### src/rtl/uart_tx_fifo_pkg.sv
// ----------------------------------------------------------------------------
// uart_tx_fifo_pkg
// Shared UART definitions: serialiser state encoding, parity mode constants,
// divisor rounding and parity helper. Also intended for the matching receiver.
// ----------------------------------------------------------------------------
package uart_tx_fifo_pkg;

  // Serialiser states, encoded explicitly so a receiver can share them.
  typedef enum logic [2:0] {
    ST_IDLE   = 3'd0,
    ST_START  = 3'd1,
    ST_DATA   = 3'd2,
    ST_PARITY = 3'd3,
    ST_STOP   = 3'd4
  } uart_state_e;

  // Parity modes.
  localparam int UART_PAR_NONE = 32'sd0;
  localparam int UART_PAR_ODD  = 32'sd1;
  localparam int UART_PAR_EVEN = 32'sd2;

  // Widest legal frame payload; the parity helper works on this width.
  localparam int UART_DATA_W_MAX = 32'sd9;

  // Clocks per bit, rounded to nearest.
  function automatic int uart_div(input int clk_frq, input int baud);
    uart_div = (clk_frq + (baud / 32'sd2)) / baud;
  endfunction

  // Parity bit for a zero-extended word; zero padding does not change the XOR.
  function automatic logic uart_parity_bit(input logic [UART_DATA_W_MAX-1:0] data,
                                           input int mode);
    logic w_xor;
    logic w_bit;
    w_xor = ^data;
    case (mode)
      UART_PAR_ODD:  w_bit = ~w_xor;
      UART_PAR_EVEN: w_bit = w_xor;
      default:       w_bit = 1'b0;
    endcase
    uart_parity_bit = w_bit;
  endfunction

endpackage

### src/rtl/uart_tx_fifo_sync_fifo.sv
// ----------------------------------------------------------------------------
// sync_fifo
// Single-clock FIFO with synchronous active-high reset and occupancy count.
// The head word is presented straight out of the register array, so it is
// valid the cycle after it was written and can be consumed on the pop edge.
// Ports:
//   i_clk      clock
//   i_reset    synchronous reset, clears pointers and count
//   i_push     write request (ignored when full)
//   i_wr_data  word to write
//   i_pop      read request (ignored when empty)
//   o_rd_data  head word
//   o_count    words stored, 0..P_DEPTH
//   o_full     count == P_DEPTH
//   o_empty    count == 0
// ----------------------------------------------------------------------------
module sync_fifo #(
  parameter int P_DATA_W = 8,
  parameter int P_DEPTH  = 16
) (
  input  logic                         i_clk,
  input  logic                         i_reset,
  input  logic                         i_push,
  input  logic [P_DATA_W-1:0]          i_wr_data,
  input  logic                         i_pop,
  output logic [P_DATA_W-1:0]          o_rd_data,
  output logic [$clog2(P_DEPTH):0]     o_count,
  output logic                         o_full,
  output logic                         o_empty
);

  localparam int L_PTR_W = $clog2(P_DEPTH);
  localparam int L_CNT_W = L_PTR_W + 1;
  localparam logic [L_CNT_W-1:0] L_FULL_CNT = L_CNT_W'(P_DEPTH);

  // Pointer wrap relies on a power-of-two depth.
  if ((P_DEPTH < 2) || ((P_DEPTH & (P_DEPTH - 1)) != 0)) begin : g_depth_err
    $error("sync_fifo: P_DEPTH must be a power of 2 and >= 2");
  end

  logic [P_DATA_W-1:0] r_mem [P_DEPTH];
  logic [L_PTR_W-1:0]  r_wr_ptr;
  logic [L_PTR_W-1:0]  r_rd_ptr;
  logic [L_CNT_W-1:0]  r_count;
  logic                w_do_push;
  logic                w_do_pop;

  assign o_full    = (r_count == L_FULL_CNT);
  assign o_empty   = (r_count == {L_CNT_W{1'b0}});
  assign w_do_push = i_push & ~o_full;
  assign w_do_pop  = i_pop & ~o_empty;
  assign o_rd_data = r_mem[r_rd_ptr];
  assign o_count   = r_count;

  // Storage array; contents are don't-care after reset since pointers clear.
  always_ff @(posedge i_clk) begin
    if (w_do_push) begin
      r_mem[r_wr_ptr] <= i_wr_data;
    end
  end

  // Pointer and occupancy bookkeeping.
  always_ff @(posedge i_clk) begin
    if (i_reset) begin
      r_wr_ptr <= {L_PTR_W{1'b0}};
      r_rd_ptr <= {L_PTR_W{1'b0}};
      r_count  <= {L_CNT_W{1'b0}};
    end else begin
      if (w_do_push) begin
        r_wr_ptr <= r_wr_ptr + 1'b1;
      end
      if (w_do_pop) begin
        r_rd_ptr <= r_rd_ptr + 1'b1;
      end
      case ({w_do_push, w_do_pop})
        2'b10:   r_count <= r_count + 1'b1;
        2'b01:   r_count <= r_count - 1'b1;
        default: r_count <= r_count;
      endcase
    end
  end

endmodule

### src/rtl/uart_tx_fifo.sv
// ----------------------------------------------------------------------------
// uart_tx_fifo
// Buffered UART transmitter. Words enter through a VALID/READY port, are
// queued in sync_fifo and sent back-to-back, LSB first, with configurable
// data width, parity and stop bits.
// Ports:
//   i_clk       clock, rising edge
//   i_reset     synchronous reset, active-high, highest priority
//   i_wr_data   word to send
//   i_wr_valid  i_wr_data valid
//   o_wr_ready  FIFO can accept (not full, no write-through when full)
//   o_uart_tx   serial line, idle high, registered
//   o_busy      frame in progress or FIFO non-empty, registered
//   o_fifo_cnt  words queued
// ----------------------------------------------------------------------------
module uart_tx_fifo
  import uart_tx_fifo_pkg::*;
#(
  parameter int P_CLK_FRQ    = 48_000_000,
  parameter int P_BAURATE    = 9600,
  parameter int P_DATA_W     = 8,
  parameter int P_PARITY     = 0,
  parameter int P_STOP       = 1,
  parameter int P_FIFO_DEPTH = 16
) (
  input  logic                            i_clk,
  input  logic                            i_reset,
  input  logic [P_DATA_W-1:0]             i_wr_data,
  input  logic                            i_wr_valid,
  output logic                            o_wr_ready,
  output logic                            o_uart_tx,
  output logic                            o_busy,
  output logic [$clog2(P_FIFO_DEPTH):0]   o_fifo_cnt
);

  localparam int L_DIV    = uart_div(P_CLK_FRQ, P_BAURATE);
  localparam int L_BAUD_W = (L_DIV > 1) ? $clog2(L_DIV) : 1;
  localparam int L_CNT_W  = $clog2(P_FIFO_DEPTH) + 1;
  localparam logic [L_BAUD_W-1:0] L_BAUD_LAST = L_BAUD_W'(L_DIV - 1);
  localparam logic [3:0]          L_DATA_LAST = 4'(P_DATA_W - 1);
  localparam logic [3:0]          L_STOP_LAST = 4'(P_STOP - 1);

  // Reject unsupported configurations at elaboration.
  if ((P_DATA_W < 5) || (P_DATA_W > UART_DATA_W_MAX) ||
      (P_PARITY < UART_PAR_NONE) || (P_PARITY > UART_PAR_EVEN) ||
      (P_STOP < 1) || (P_STOP > 2) || (L_DIV < 2) ||
      (P_FIFO_DEPTH < 2) || ((P_FIFO_DEPTH & (P_FIFO_DEPTH - 1)) != 0)) begin : g_param_err
    $error("uart_tx_fifo: illegal parameter set");
  end

  logic                  w_push;
  logic                  w_pop;
  logic                  w_full;
  logic                  w_empty;
  logic [P_DATA_W-1:0]   w_head;
  logic [L_CNT_W-1:0]    w_count;
  logic                  w_baud_last;

  uart_state_e           r_state;
  logic [L_BAUD_W-1:0]   r_baud;
  logic [3:0]            r_bit_cnt;
  logic [P_DATA_W-1:0]   r_shift;
  logic                  r_par;
  logic                  r_tx;
  logic                  r_busy;

  // Ready comes straight from the count, so a full FIFO refuses even when
  // a pop happens on the same edge.
  assign o_wr_ready  = ~w_full;
  assign w_push      = i_wr_valid & ~w_full;
  assign w_baud_last = (r_baud == L_BAUD_LAST);
  assign o_uart_tx   = r_tx;
  assign o_busy      = r_busy;
  assign o_fifo_cnt  = w_count;

  sync_fifo #(
    .P_DATA_W (P_DATA_W),
    .P_DEPTH  (P_FIFO_DEPTH)
  ) u_fifo (
    .i_clk     (i_clk),
    .i_reset   (i_reset),
    .i_push    (w_push),
    .i_wr_data (i_wr_data),
    .i_pop     (w_pop),
    .o_rd_data (w_head),
    .o_count   (w_count),
    .o_full    (w_full),
    .o_empty   (w_empty)
  );

  // Pop the head when idle, or on the very last stop clock so the next
  // start bit follows with no idle gap.
  always_comb begin
    w_pop = 1'b0;
    case (r_state)
      ST_IDLE: begin
        if (!w_empty) begin
          w_pop = 1'b1;
        end else begin
          w_pop = 1'b0;
        end
      end
      ST_STOP: begin
        if (w_baud_last && (r_bit_cnt == L_STOP_LAST) && !w_empty) begin
          w_pop = 1'b1;
        end else begin
          w_pop = 1'b0;
        end
      end
      default: w_pop = 1'b0;
    endcase
  end

  // Serialiser FSM with baud counter; the line level is registered and set
  // on the edge that enters each bit, so every bit lasts exactly L_DIV clocks.
  always_ff @(posedge i_clk) begin
    if (i_reset) begin
      r_state   <= ST_IDLE;
      r_baud    <= {L_BAUD_W{1'b0}};
      r_bit_cnt <= 4'd0;
      r_shift   <= {P_DATA_W{1'b0}};
      r_par     <= 1'b0;
      r_tx      <= 1'b1;
      r_busy    <= 1'b0;
    end else begin
      r_busy <= (r_state != ST_IDLE) || !w_empty;
      case (r_state)
        ST_IDLE: begin
          r_baud    <= {L_BAUD_W{1'b0}};
          r_bit_cnt <= 4'd0;
          if (w_pop) begin
            r_shift <= w_head;
            r_par   <= uart_parity_bit(UART_DATA_W_MAX'(w_head), P_PARITY);
            r_tx    <= 1'b0;
            r_state <= ST_START;
          end else begin
            r_tx <= 1'b1;
          end
        end
        ST_START: begin
          if (w_baud_last) begin
            r_baud    <= {L_BAUD_W{1'b0}};
            r_bit_cnt <= 4'd0;
            r_tx      <= r_shift[0];
            r_state   <= ST_DATA;
          end else begin
            r_baud <= r_baud + 1'b1;
          end
        end
        ST_DATA: begin
          if (w_baud_last) begin
            r_baud <= {L_BAUD_W{1'b0}};
            if (r_bit_cnt == L_DATA_LAST) begin
              r_bit_cnt <= 4'd0;
              if (P_PARITY != UART_PAR_NONE) begin
                r_tx    <= r_par;
                r_state <= ST_PARITY;
              end else begin
                r_tx    <= 1'b1;
                r_state <= ST_STOP;
              end
            end else begin
              // Next bit is shift[1] before the shift takes effect.
              r_bit_cnt <= r_bit_cnt + 4'd1;
              r_shift   <= r_shift >> 1;
              r_tx      <= r_shift[1];
            end
          end else begin
            r_baud <= r_baud + 1'b1;
          end
        end
        ST_PARITY: begin
          if (w_baud_last) begin
            r_baud    <= {L_BAUD_W{1'b0}};
            r_bit_cnt <= 4'd0;
            r_tx      <= 1'b1;
            r_state   <= ST_STOP;
          end else begin
            r_baud <= r_baud + 1'b1;
          end
        end
        ST_STOP: begin
          if (w_baud_last) begin
            r_baud <= {L_BAUD_W{1'b0}};
            if (r_bit_cnt == L_STOP_LAST) begin
              r_bit_cnt <= 4'd0;
              if (w_pop) begin
                r_shift <= w_head;
                r_par   <= uart_parity_bit(UART_DATA_W_MAX'(w_head), P_PARITY);
                r_tx    <= 1'b0;
                r_state <= ST_START;
              end else begin
                r_tx    <= 1'b1;
                r_state <= ST_IDLE;
              end
            end else begin
              r_bit_cnt <= r_bit_cnt + 4'd1;
            end
          end else begin
            r_baud <= r_baud + 1'b1;
          end
        end
        default: begin
          r_state   <= ST_IDLE;
          r_baud    <= {L_BAUD_W{1'b0}};
          r_bit_cnt <= 4'd0;
          r_tx      <= 1'b1;
        end
      endcase
    end
  end

endmodule
### config.mk
export PLATFORM = sky130hd
export DESIGN_NAME = uart_tx_fifo
export DESIGN_NICKNAME = d
export VERILOG_FILES = /design/src/rtl/uart_tx_fifo_pkg.sv /design/src/rtl/uart_tx_fifo_sync_fifo.sv /design/src/rtl/uart_tx_fifo.sv
export SDC_FILE = /design/constraint.sdc
export NUM_CORES = 1
export LEC_CHECK = 0
export ABC_AREA = 1
export CORE_MARGIN = 8
export CORE_UTILIZATION = 54
export CTS_CLUSTER_DIAMETER = 120
export DETAILED_ROUTE_END_ITERATION = 8
export PLACE_DENSITY = 0.74
export SYNTH_ARGS = -nofsm -noshare
export SYNTH_HDL_FRONTEND = slang
export SYNTH_SLANG_ARGS = --single-unit
### constraint.sdc
create_clock -name i_clk -period 2.5 [get_ports i_clk]
set_clock_uncertainty 0.05 [all_clocks]
set_input_delay 0.625 -clock i_clk [delete_from_list [all_inputs] [get_ports i_clk]]
set_output_delay 0.625 -clock i_clk [all_outputs]
set_load 0.02 [all_outputs]
; After elaboration in Yosys (flattened, before gate mapping)
; Memories as Yosys holds them, arrays and structs flattened. A register that Yosys moved wholly into a read port is not among the register bits.
; Cells that the tools add are included.
[totals]
reg_bits = 43
mem_count = 1
in_bits = 11
word_cells = 94
ramBits = 128
out_inout_bits = 8
[op_classes]
addsub = 6
bitwise_logic = 6
n_reduce_logical = 17
muxes = 37
n_eq_ne = 18
[memory_table]
columns = name, depth, word_bits, rd, rd_ports_with_merged_regs, write_ports, line
row1 = u_fifo.r_mem, 16, 8, 1, 1, 1, uart_tx_fifo_sync_fifo.sv:41  ; logic [P_DATA_W-1:0] r_mem [P_DEPTH];
[ops]
columns = cell, count
row1 = 8-bit 2-to-1 mux, 5
row2 = 4-bit 2-to-1 mux, 7
row3 = 8-bit case mux with 3 select lines, 1
row4 = 3-bit 2-to-1 mux, 7
row5 = 3-bit case mux with 5 select lines, 1
row6 = 2-bit inequality test (second input constant), 7
row7 = 13-bit by 1-bit adder with 13-bit output (second input constant), 1
row8 = 13-bit equality test (second input constant), 1
row9 = 4-bit by 1-bit adder with 4-bit output (second input constant), 3
row10 = 1-bit 2-to-1 mux, 12
row11 = 4-bit case mux with 3 select lines, 1
row12 = 5-bit case mux with 2 select lines, 1
row13 = 5-bit AND reduction, 2
row14 = 7-bit AND reduction, 1
row15 = 3-bit by 2-bit equality test with 1-bit output (second input constant), 2
row16 = 3-bit nonzero test, 2
row17 = 5-bit by 1-bit adder with 5-bit output (second input constant), 1
row18 = 5-bit equality test (second input constant), 1
row19 = 5-bit logical NOT, 1
row20 = 1-bit case mux with 5 select lines, 1
row21 = 5-bit by 1-bit subtractor with 5-bit output (second input constant), 1
row22 = 4-bit by 3-bit equality test with 1-bit output (second input constant), 1
row23 = 4-bit logical NOT, 1
row24 = 2-bit by 1-bit inequality test with 1-bit output (second input constant), 2
row25 = 16 further kinds, 21

; Logic depth before layout (Yosys ltp)
; Gate-level depths: netlist (run 1).
[depth]
depth_word = 9
ltp_mapped = 17
mapped_depth_nobuf = 17

; By module
; Synthesis (run 1) repeated with hierarchy kept, for this count alone.
[unflattened]
cells_unflattened = 714
area_unflattened_um2 = 7753.7
[by_module_without_submodules]
columns = module, instances, seq_area_each_um2, area_each_um2, cells_each
row1 = sync_fifo, 1, 4184.0, 6147.1, 478
row2 = uart_tx_fifo, 1, 600.6, 1606.5, 236

; Worst setup path before layout (run 1)
; No wires, ideal clock.
[synth_timing]
path_type = reg-to-reg
start = register r_baud[0]
end = register u_fifo.r_count[4], in the netlist u_fifo.o_count[4]
path_stages_with_launch = 17
n_path_buf = 0
synth_period_minus_slack_ps = 2424
arrival_time_ps = 2304
required_ps = 2380
setup_ps = 70
slack_ps = 76
path_cell_list = dfxtp_1 -> ha_1 -> nand2_1 -> nor2_1 -> nand3_1 -> nand2_1 -> nand2_4 -> inv_1 -> ha_1 -> xor2_1 -> ha_1 -> inv_1 -> nand2_1 -> a31oi_1 -> xor2_1 -> nand2_1 -> a21oi_1
[synth_between]
elab_chain_cells = 8
[synth_lines]
columns = element, line
row1 = "start, declared", uart_tx_fifo.sv:60  ; logic [L_BAUD_W-1:0] r_baud;
row2 = "start signal, assigned", uart_tx_fifo.sv:119  ; r_baud <= {L_BAUD_W{1'b0}};
row3 = "start signal, assigned", uart_tx_fifo.sv:129  ; r_baud <= {L_BAUD_W{1'b0}};
row4 = "start signal, assigned", uart_tx_fifo.sv:142  ; r_baud <= {L_BAUD_W{1'b0}};
row5 = 13-bit equality test *, uart_tx_fifo.sv:71  ; assign w_baud_last = (r_baud == L_BAUD_LAST);
row6 = 1-bit logical AND * (2 in series), uart_tx_fifo.sv:104  ; if (w_baud_last && (r_bit_cnt == L_STOP_LAST) && !w_empty) begin
row7 = 1-bit 2-to-1 mux *, uart_tx_fifo.sv:104
row8 = 1-bit case mux with 2 select lines *, uart_tx_fifo.sv:95  ; case (r_state)
row9 = 1-bit AND *, uart_tx_fifo_sync_fifo.sv:51  ; assign w_do_pop = i_pop & ~o_empty;
row10 = 2-bit by 1-bit equality test with 1-bit output / 2-bit equality test (equally long branches), uart_tx_fifo_sync_fifo.sv:75  ; case ({w_do_push, w_do_pop})
row11 = 5-bit case mux with 2 select lines / 2-bit nonzero test (equally long branches), n/a
row12 = "end signal, assigned", uart_tx_fifo_sync_fifo.sv:76  ; 2'b10: r_count <= r_count + 1'b1;
row13 = "end signal, assigned", uart_tx_fifo_sync_fifo.sv:77  ; 2'b01: r_count <= r_count - 1'b1;
row14 = "end signal, assigned", uart_tx_fifo_sync_fifo.sv:78  ; default: r_count <= r_count;
row15 = "end, declared", uart_tx_fifo_sync_fifo.sv:44  ; logic [L_CNT_W-1:0] r_count;
; Every way passes the cells marked *; elsewhere a longest branch is shown, timed or not.
; A chain may end at the register's enable or synchronous reset.

; Worst setup path in the final report (run 1)
[layout_timing]
start = register r_bit_cnt[0]
end = register u_fifo.r_count[4], in the netlist u_fifo.o_count[4]
[layout_between]
elab_chain_cells = 8
[layout_lines]
columns = element, line
row1 = "start, declared", uart_tx_fifo.sv:61  ; logic [3:0] r_bit_cnt;
row2 = "start signal, assigned", uart_tx_fifo.sv:164  ; r_bit_cnt <= r_bit_cnt + 4'd1;
row3 = "start signal, assigned", uart_tx_fifo.sv:197  ; r_bit_cnt <= r_bit_cnt + 4'd1;
row4 = 4-bit logical NOT *, uart_tx_fifo.sv:104
row5 = 1-bit logical AND * (2 in series), uart_tx_fifo.sv:104
row6 = 1-bit 2-to-1 mux *, uart_tx_fifo.sv:104
row7 = 1-bit case mux with 2 select lines *, uart_tx_fifo.sv:95
row8 = 1-bit AND *, uart_tx_fifo_sync_fifo.sv:51
row9 = 2-bit by 1-bit equality test with 1-bit output / 2-bit equality test (equally long branches), uart_tx_fifo_sync_fifo.sv:75
row10 = 5-bit case mux with 2 select lines / 2-bit nonzero test (equally long branches), n/a
; Marks and branches as above.

==> flow_summary.ini, run 1 <==
[clocking]
post_cts_hold_buffer_count = 0
clock-sinks = 175
worst_skew_pair.late_latency_ns = 0.43
cts_setup_buffers = 0
cts-root-buf = clkbuf_16
clock_path_buffers = 2
cts.htree.levels = 4
numCtsBuffers = 17
worst_setup_hold_path_clk_slew_ns = 0.07
cts_tree = built

[floorplanning]
die-height_um = 136.9
floorplan.die_area_mm2 = 0.01874
start_util = 0.5473
boundaryPins = 19
core_area_mm2 = 0.01442
placement_rows = 44
die_width_um = 136.9

[timing]
report.final.hold_viol_count = 0
achievable-frequency_mhz = 420.6
period_needed_ns = 2.377
worst_slew_pin_slew_ns = 0.6532
slew_viol_final = 0
maxSlewHeadroom = 0.5640
final.period_utilization = 0.9509
fin_setup_tns_ns = 0
setup_viol = 0
rsz0062_at_grt = true

[synthesis]
postSynthRegisterBits = 175
syn_avg_cell_area_um2 = 9.168
post_synth_num_cell_types = 38
yosys.area.top_type = edfxtp_1
post_synth_instance_area_mm2 = 0.007894
synth_top_area_share = 0.4869
synth.top_cells.by_area = edfxtp_1, dfxtp_1, nand2_1, nand3_1, inv_1
netlist_instances = 861
synth-warning-count = 0
syn_nets = 884
synth_sequential_area_ratio = 0.6061

[setup_path]
critPathSlowestCell = dfxtp_2
critical_path_arrival_ns = 2.69
path_buf_inv = 4
timing.critical_path.required_ns = 2.82
critical-path-top-delay-family = adder cells
max_stage_delay_ns = 0.35
start_kind = flip-flop
worst_setup_path_startpoint = r_bit_cnt[0]
worst-path-max-fanout = 4
critPathCaptureType = flip-flop
rr_startpoint = r_bit_cnt[0]
critical_path.cell_chain = inv_1 > ha_1 > nand2_1 > inv_1 > nand3_1 > nand2_1 > nand2_4 > inv_1 > ha_2 > ha_1 > inv_1 > o21bai_1 > a31oi_1 > xor2_1 > nand2_1 > a21oi_1
path_common_cell = inv_1
worstSetupPathType = reg2reg

[detailed_routing]
route.detailed.drc = 0
drt_pass1_iterations = 5
antenna_left = 0
detailroute.via_count = 5742
post_drt_via_cell_ratio = 5.220
post_drt_wl_per_cell_um = 15.32
detail_route.wirelength_um = 16850
first_iter_violations = 373

[global_route]
grt_overflow = 0
grt_start_max_net_pins = 65
antenna_found_initial = 0
grt_first_pass_wirelength_um = 27500
grt_util_all_layers = 0.1926
first_global_vias = 5565

[power_and_ir_drop]
ir_drop_worst_case_vdd_v = 0.0007664
power.density_mw_per_mm2 = 958.6
leakage_nw = 3.778

[final_layout]
final_cell_area_mm2 = 0.009050
area_growth_pct = 14.65
nNetsFinal = 926
antenna-diode-count = 0
final_layout_size_suffix_gt1_frac = 0.09825

[placement]
hpwl_um = 10710
postPlaceCellArea_mm2 = 0.008456
place.gp.congestion = 0.8517
port_buffer_count = 18

[flow_run]
maxCapViolations = 0

[hold_path]
min_path_type = reg2reg
hold_path_startpoint = r_shift[4]

[status]
status = complete, no violations
==> flip-flops by register name (all words and copies together) (netlist names), 3 cells and up, named ones only <==
name             flops
r_baud              13
r_shift              8
r_bit_cnt            4
u_fifo.r_mem       128
u_fifo.r_rd_ptr      4
r_state              3
u_fifo.r_wr_ptr      4
u_fifo.o_count       5
==> path summary, 6_finish.rpt <==
path         depth (start not counted)                end  slack, ns
max                                 16  u_fifo.o_count[4]       0.12
min                                  2         r_shift[4]       0.42
max reg2reg                         16  u_fifo.o_count[4]       0.12
min reg2reg                          2         r_shift[4]       0.42
==> metal layers <==
metal  global-route usage  vias to the layer above  wire length [um]
met4               0.1032                        0               505
li1                     -                     2879                 -
met5                    0                        -                 0
met2               0.3084                      191              7986
met1               0.2366                     2638              7128
met3              0.04736                       34              1226
==> synthesized netlist by cell type <==
master    instances
xnor2_1           3
dfxtp_1          47
nand2_4           1
clkbuf_1          8
clkinv_1          1
o31ai_1           1
nand3_1         105
o211ai_1          2
xor2_1            8
nor3_4            1
nand3_2           1
o21ai_4           1
or2_2             1
inv_2             6
a21boi_0          1
ha_1             12
o22ai_1           2
edfxtp_1        128
nand4_1           4
a21oi_1          30
o21ai_0          25
nor4_1            1
nor2_1           70
buf_1             3
nor3b_1           1
nor2_2            3
nand3b_1          4
buf_4             2
a31o_2            1
o21bai_1          1
inv_1           123
buf_2            15
nor3_1            5
a21oi_4           1
nand2_2           4
a31oi_1           1
nand2_1         237
buf_6             1
==> cell usage in the layout, fill, tap and decap left out, types with 2 or more instances in the layout <==
cell	netlist	layout
clkinv_4	0	5
ha_1	12	10
clkinv_2	0	2
edfxtp_1	128	128
o22ai_1	2	2
dfxtp_2	0	3
xor2_1	8	8
clkdlybuf4s50_1	0	18
dfxtp_1	47	44
nor3_1	5	5
nand2_1	237	237
a21oi_1	30	30
inv_2	6	6
clkinvlp_4	0	2
nor2_2	3	4
buf_12	0	3
inv_1	123	123
nor2_1	70	69
o21ai_0	25	25
clkbuf_1	8	2
nand3b_1	4	4
clkbuf_16	0	19
nand4_1	4	4
nand2_2	4	4
nand3_1	105	105
o211ai_1	2	2
buf_4	2	31
xnor2_1	3	3
==> metrics by stage <==
stage	setup slack [ns]	util	total power [W]	hold slack [ns]	std cells
4_1_cts	0.03353	0.6261	0.008696	0.4168	1100
5_1_grt	-0.05577	0.6274	0.009203	0.4463	1100
6_report	0.1227	0.6274	0.008676	0.4152	1100
2_1_floorplan	0.07637	-	0.005377	0.3797	861
3_3_place_gp	0.001636	0.5862	0.006144	0.4040	1068
3_5_place_dp	-0.04070	0.5862	0.006183	0.4067	1068
==> cell type report <==
type | instances | area [um^2]
clock buffers | 22 | 496.7
clock inverters | 10 | 77.57
fillers | 1183 | 5374
inverters | 130 | 488.0
multi-input cells | 527 | 2496
flip-flops and latches | 175 | 4788
well taps | 184 | 230.2
repair buffers | 52 | 473.0
==> worst register-to-register path, delay by kind of cell, from the launching register on <==
| kind | cells | cell delay (ns) |
|---|---|---|
| AO/OA/AOI/OAI | 3 | 0.35 |
| flip-flops | 1 | 0.35 |
| AND/OR/NAND/NOR | 5 | 0.43 |
| buffers and inverters | 4 | 0.25 |
| adder cells (fa/ha/maj) | 3 | 0.71 |
| XOR/XNOR | 1 | 0.15 |
==> cells by family (layout without fill, tap and decap cells) <==
logic type / count (synthesis) / count (layout) / share of synthesized area
simple gates: 438 / 438 / 0.2355
compound gates: 66 / 66 / 0.04724
buf+inv: 159 / 214 / 0.07988
flops: 175 / 175 / 0.6061
fa+ha+maj: 12 / 12 / 0.01902
xor+xnor: 11 / 11 / 0.01221
==> power breakdown <==
part	switching, W	leakage, nW	total (W)	internal, W
combinational	0.00174	1.96	0.00266	0.000923
sequential	0.000165	1.54	0.00350	0.00334
clock	0.00109	0.277	0.00252	0.00142
==> timing repair <==
action,4_1_cts,5_1_grt
pin swaps,0,1
gates resized for setup,1,5
endpoints found under the setup margin,1,3
Power figures use the tool's default switching activity.
==> run 2, diff against run 1 <==
- SKIP_LAST_GASP: default -> 1
==> run 2 against run 1 <==
  * Sequential share of layout area is essentially flat
  * Clock power is essentially flat
  * First-iteration DRC count is 1.6% higher
  * Utilization about the same
  * Flip-flop and latch count unchanged
==> flow_summary.ini, run 2 (same netlist as run 1, synthesis figures left out) <==
[status]
status = complete, no violations

[setup_path]
critical_path_arrival_ns = 2.69
start_kind = flip-flop
timing.reg2reg.setup_slack_ns = 0.12
critPathCaptureType = flip-flop
worst-path-max-fanout = 4
worstSetupPathType = reg2reg
crit-reg2reg-capture = u_fifo.o_count[4]
rr_startpoint = r_bit_cnt[0]
timing.critical_path.required_ns = 2.81
worst_reg2reg_path_length_in_cells = 16

[global_route]
first_global_vias = 5565
antenna_found_initial = 0
grt_util_met1 = 0.2366
grt_first_pass_wirelength_um = 27500
grt_util_all_layers = 0.1926
top_usage_layer = met2
grt_use_met3 = 0.04736
global_route_track_usage_on_met2 = 0.3084
grt_overflow = 0
grt_start_max_net_pins = 65

[final_layout]
antenna-diode-count = 0
layout.cells.most_common = nand2_1
fin_cells = 1100
nNetsFinal = 926
mostFrequentLayoutCells = nand2_1, edfxtp_1, inv_1
biggestRegsByFlops = u_fifo.r_mem: 128 flops, r_baud: 13 flops, r_shift: 8 flops
final_layout_size_suffix_gt1_frac = 0.09716
fillerInstances = 1182
registers.top_by_ff_count = u_fifo.r_mem
layout.area.seq_mm2 = 0.004788
multiInputGateArea_mm2 = 0.002494
area_growth_pct = 14.61
max_reg_flops = 128

[hold_path]
min_path_type = reg2reg
min_delay_path_depth = 2
timing.hold.worst_endpoint = r_shift[4]
hold_path_startpoint = r_shift[4]

[flow_run]
maxCapViolations = 0

[floorplanning]
boundaryPins = 19
core_area_mm2 = 0.01442
start_util = 0.5473
floorplan.die_area_mm2 = 0.01874
die-height_um = 136.9
die_width_um = 136.9
placement_rows = 44

[detailed_routing]
post_drt_wl_per_cell_um = 15.32
antenna_left = 0
route.detailed.drc = 0
detail_route.wirelength_um = 16860
first_iter_violations = 379
detailroute.via_count = 5726
drt_pass1_iterations = 5
post_drt_via_cell_ratio = 5.205

[clocking]
worst_setup_hold_path_clk_slew_ns = 0.07
cts-root-buf = clkbuf_16
worst_skew_pair.late_latency_ns = 0.43
cts_tree = built
clock_path_buffers = 2
numCtsBuffers = 17
cts.htree.levels = 4
clock-sinks = 175

[power_and_ir_drop]
leakage_nw = 3.777
ir_drop_worst_case_vdd_v = 0.0007661
power.internal_w = 0.005682
power_switching_w = 0.002995
combPwrFrac = 0.307
sw_frac_of_total = 0.3451
power.share.clock = 0.290
power.density_mw_per_mm2 = 959.1
report.power.total_w = 0.008677
sequentialPowerShare = 0.403

[placement]
place_inst = 1068
hpwl_um = 10710
port_buffer_count = 18
place.gp.congestion = 0.8517

[timing]
maxSlewHeadroom = 0.5751
setup_viol = 0
period_needed_ns = 2.377
final.period_utilization = 0.9507
achievable-frequency_mhz = 420.7
rsz0062_at_grt = true
worst_slew_pin_slew_ns = 0.6367
slew_viol_final = 0
holdWs_ns = 0.4152
report.final.hold_viol_count = 0
## run 2: cell count changes in the layout (fill, tap and decap cells not counted)
cell and delta:
nor2_1 +1, nor2_2 -1
## run 2: layout make-up
class / count / area share
Multi-Input combinational cell: 527 / 0.2756
Clock inverter: 10 / 0.008574
Sequential cell: 175 / 0.5292
Inverter: 130 / 0.05393
Timing Repair Buffer: 52 / 0.05227
Tap cell: 184 / 0.02545
Clock buffer: 22 / 0.05490
## run 2: power by group through the flow
| stage | clock, W | sequential [W] | combinational, W |
|---|---|---|---|
| 2_1_floorplan | 0 | 0.00356 | 0.00182 |
| 3_3_place_gp | 0 | 0.00355 | 0.00260 |
| 3_5_place_dp | 0 | 0.00355 | 0.00263 |
| 4_1_cts | 0.00255 | 0.00349 | 0.00266 |
| 5_1_grt | 0.00267 | 0.00353 | 0.00300 |
| 6_report | 0.00251 | 0.00350 | 0.00266 |
## run 2: timing repair
action / in CTS / in global routing
hold endpoints to repair: 0 / 0
endpoints found under the setup margin: 1 / 3
resized for setup: 1 / 4
hold buffers: 0 / 0
gates cloned: 0 / 0
buffers inserted: 0 / 0
## run 2: worst max path at each step
stage	startpoint	end	slack (ns)	cells past startpoint
2_1_floorplan	r_baud[0]	u_fifo.o_count[4]	0.08	16
3_3_place_gp	i_wr_valid	u_fifo.o_count[2]	0.002	11
3_5_place_dp	i_wr_valid	u_fifo.o_count[4]	-0.04	10
4_1_cts	r_bit_cnt[1]	u_fifo.o_count[2]	0.03	17
5_1_grt	r_baud[3]	u_fifo.o_count[3]	-0.06	14
6_report	r_bit_cnt[0]	u_fifo.o_count[4]	0.12	16
## run 2: through the flow
step | cell area [um^2] | util | setup TNS (ns) | worst slack [ns]
after floorplan | 7894 | - | 0 | 0.07637
after global placement | 8456 | 0.5862 | 0 | 0.001636
after detailed placement | 8456 | 0.5862 | -0.08061 | -0.04070
after CTS | 9031 | 0.6261 | 0 | 0.03353
after global routing | 9047 | 0.6273 | -0.1545 | -0.06433
final | 9047 | 0.6273 | 0 | 0.1233
## run 2: layer usage
| metal | vias up | wire length, um |
|---|---|---|
| met2 | 185 | 7948 |
| met1 | 2632 | 7271 |
| met5 | - | 0 |
| met4 | 0 | 496 |
| li1 | 2878 | - |
| met3 | 31 | 1140 |
## run 2: critical path, stage by stage, from the launching register on
cell and delay [ns]:
dfxtp_2 0.35, inv_1 0.07, ha_1 0.19, nand2_1 0.09, inv_1 0.05, nand3_1 0.11
nand2_1 0.10, nand2_4 0.07, inv_1 0.05, ha_2 0.20, ha_1 0.32, inv_1 0.08
o21bai_1 0.08, a31oi_1 0.17, xor2_1 0.15, nand2_1 0.06, a21oi_1 0.10
==> run 3, diff against run 2 <==
- SKIP_LAST_GASP: 1 -> default
==> results of run 3 <==
The final DEF is identical to that of run 1; final timing and power are the same.
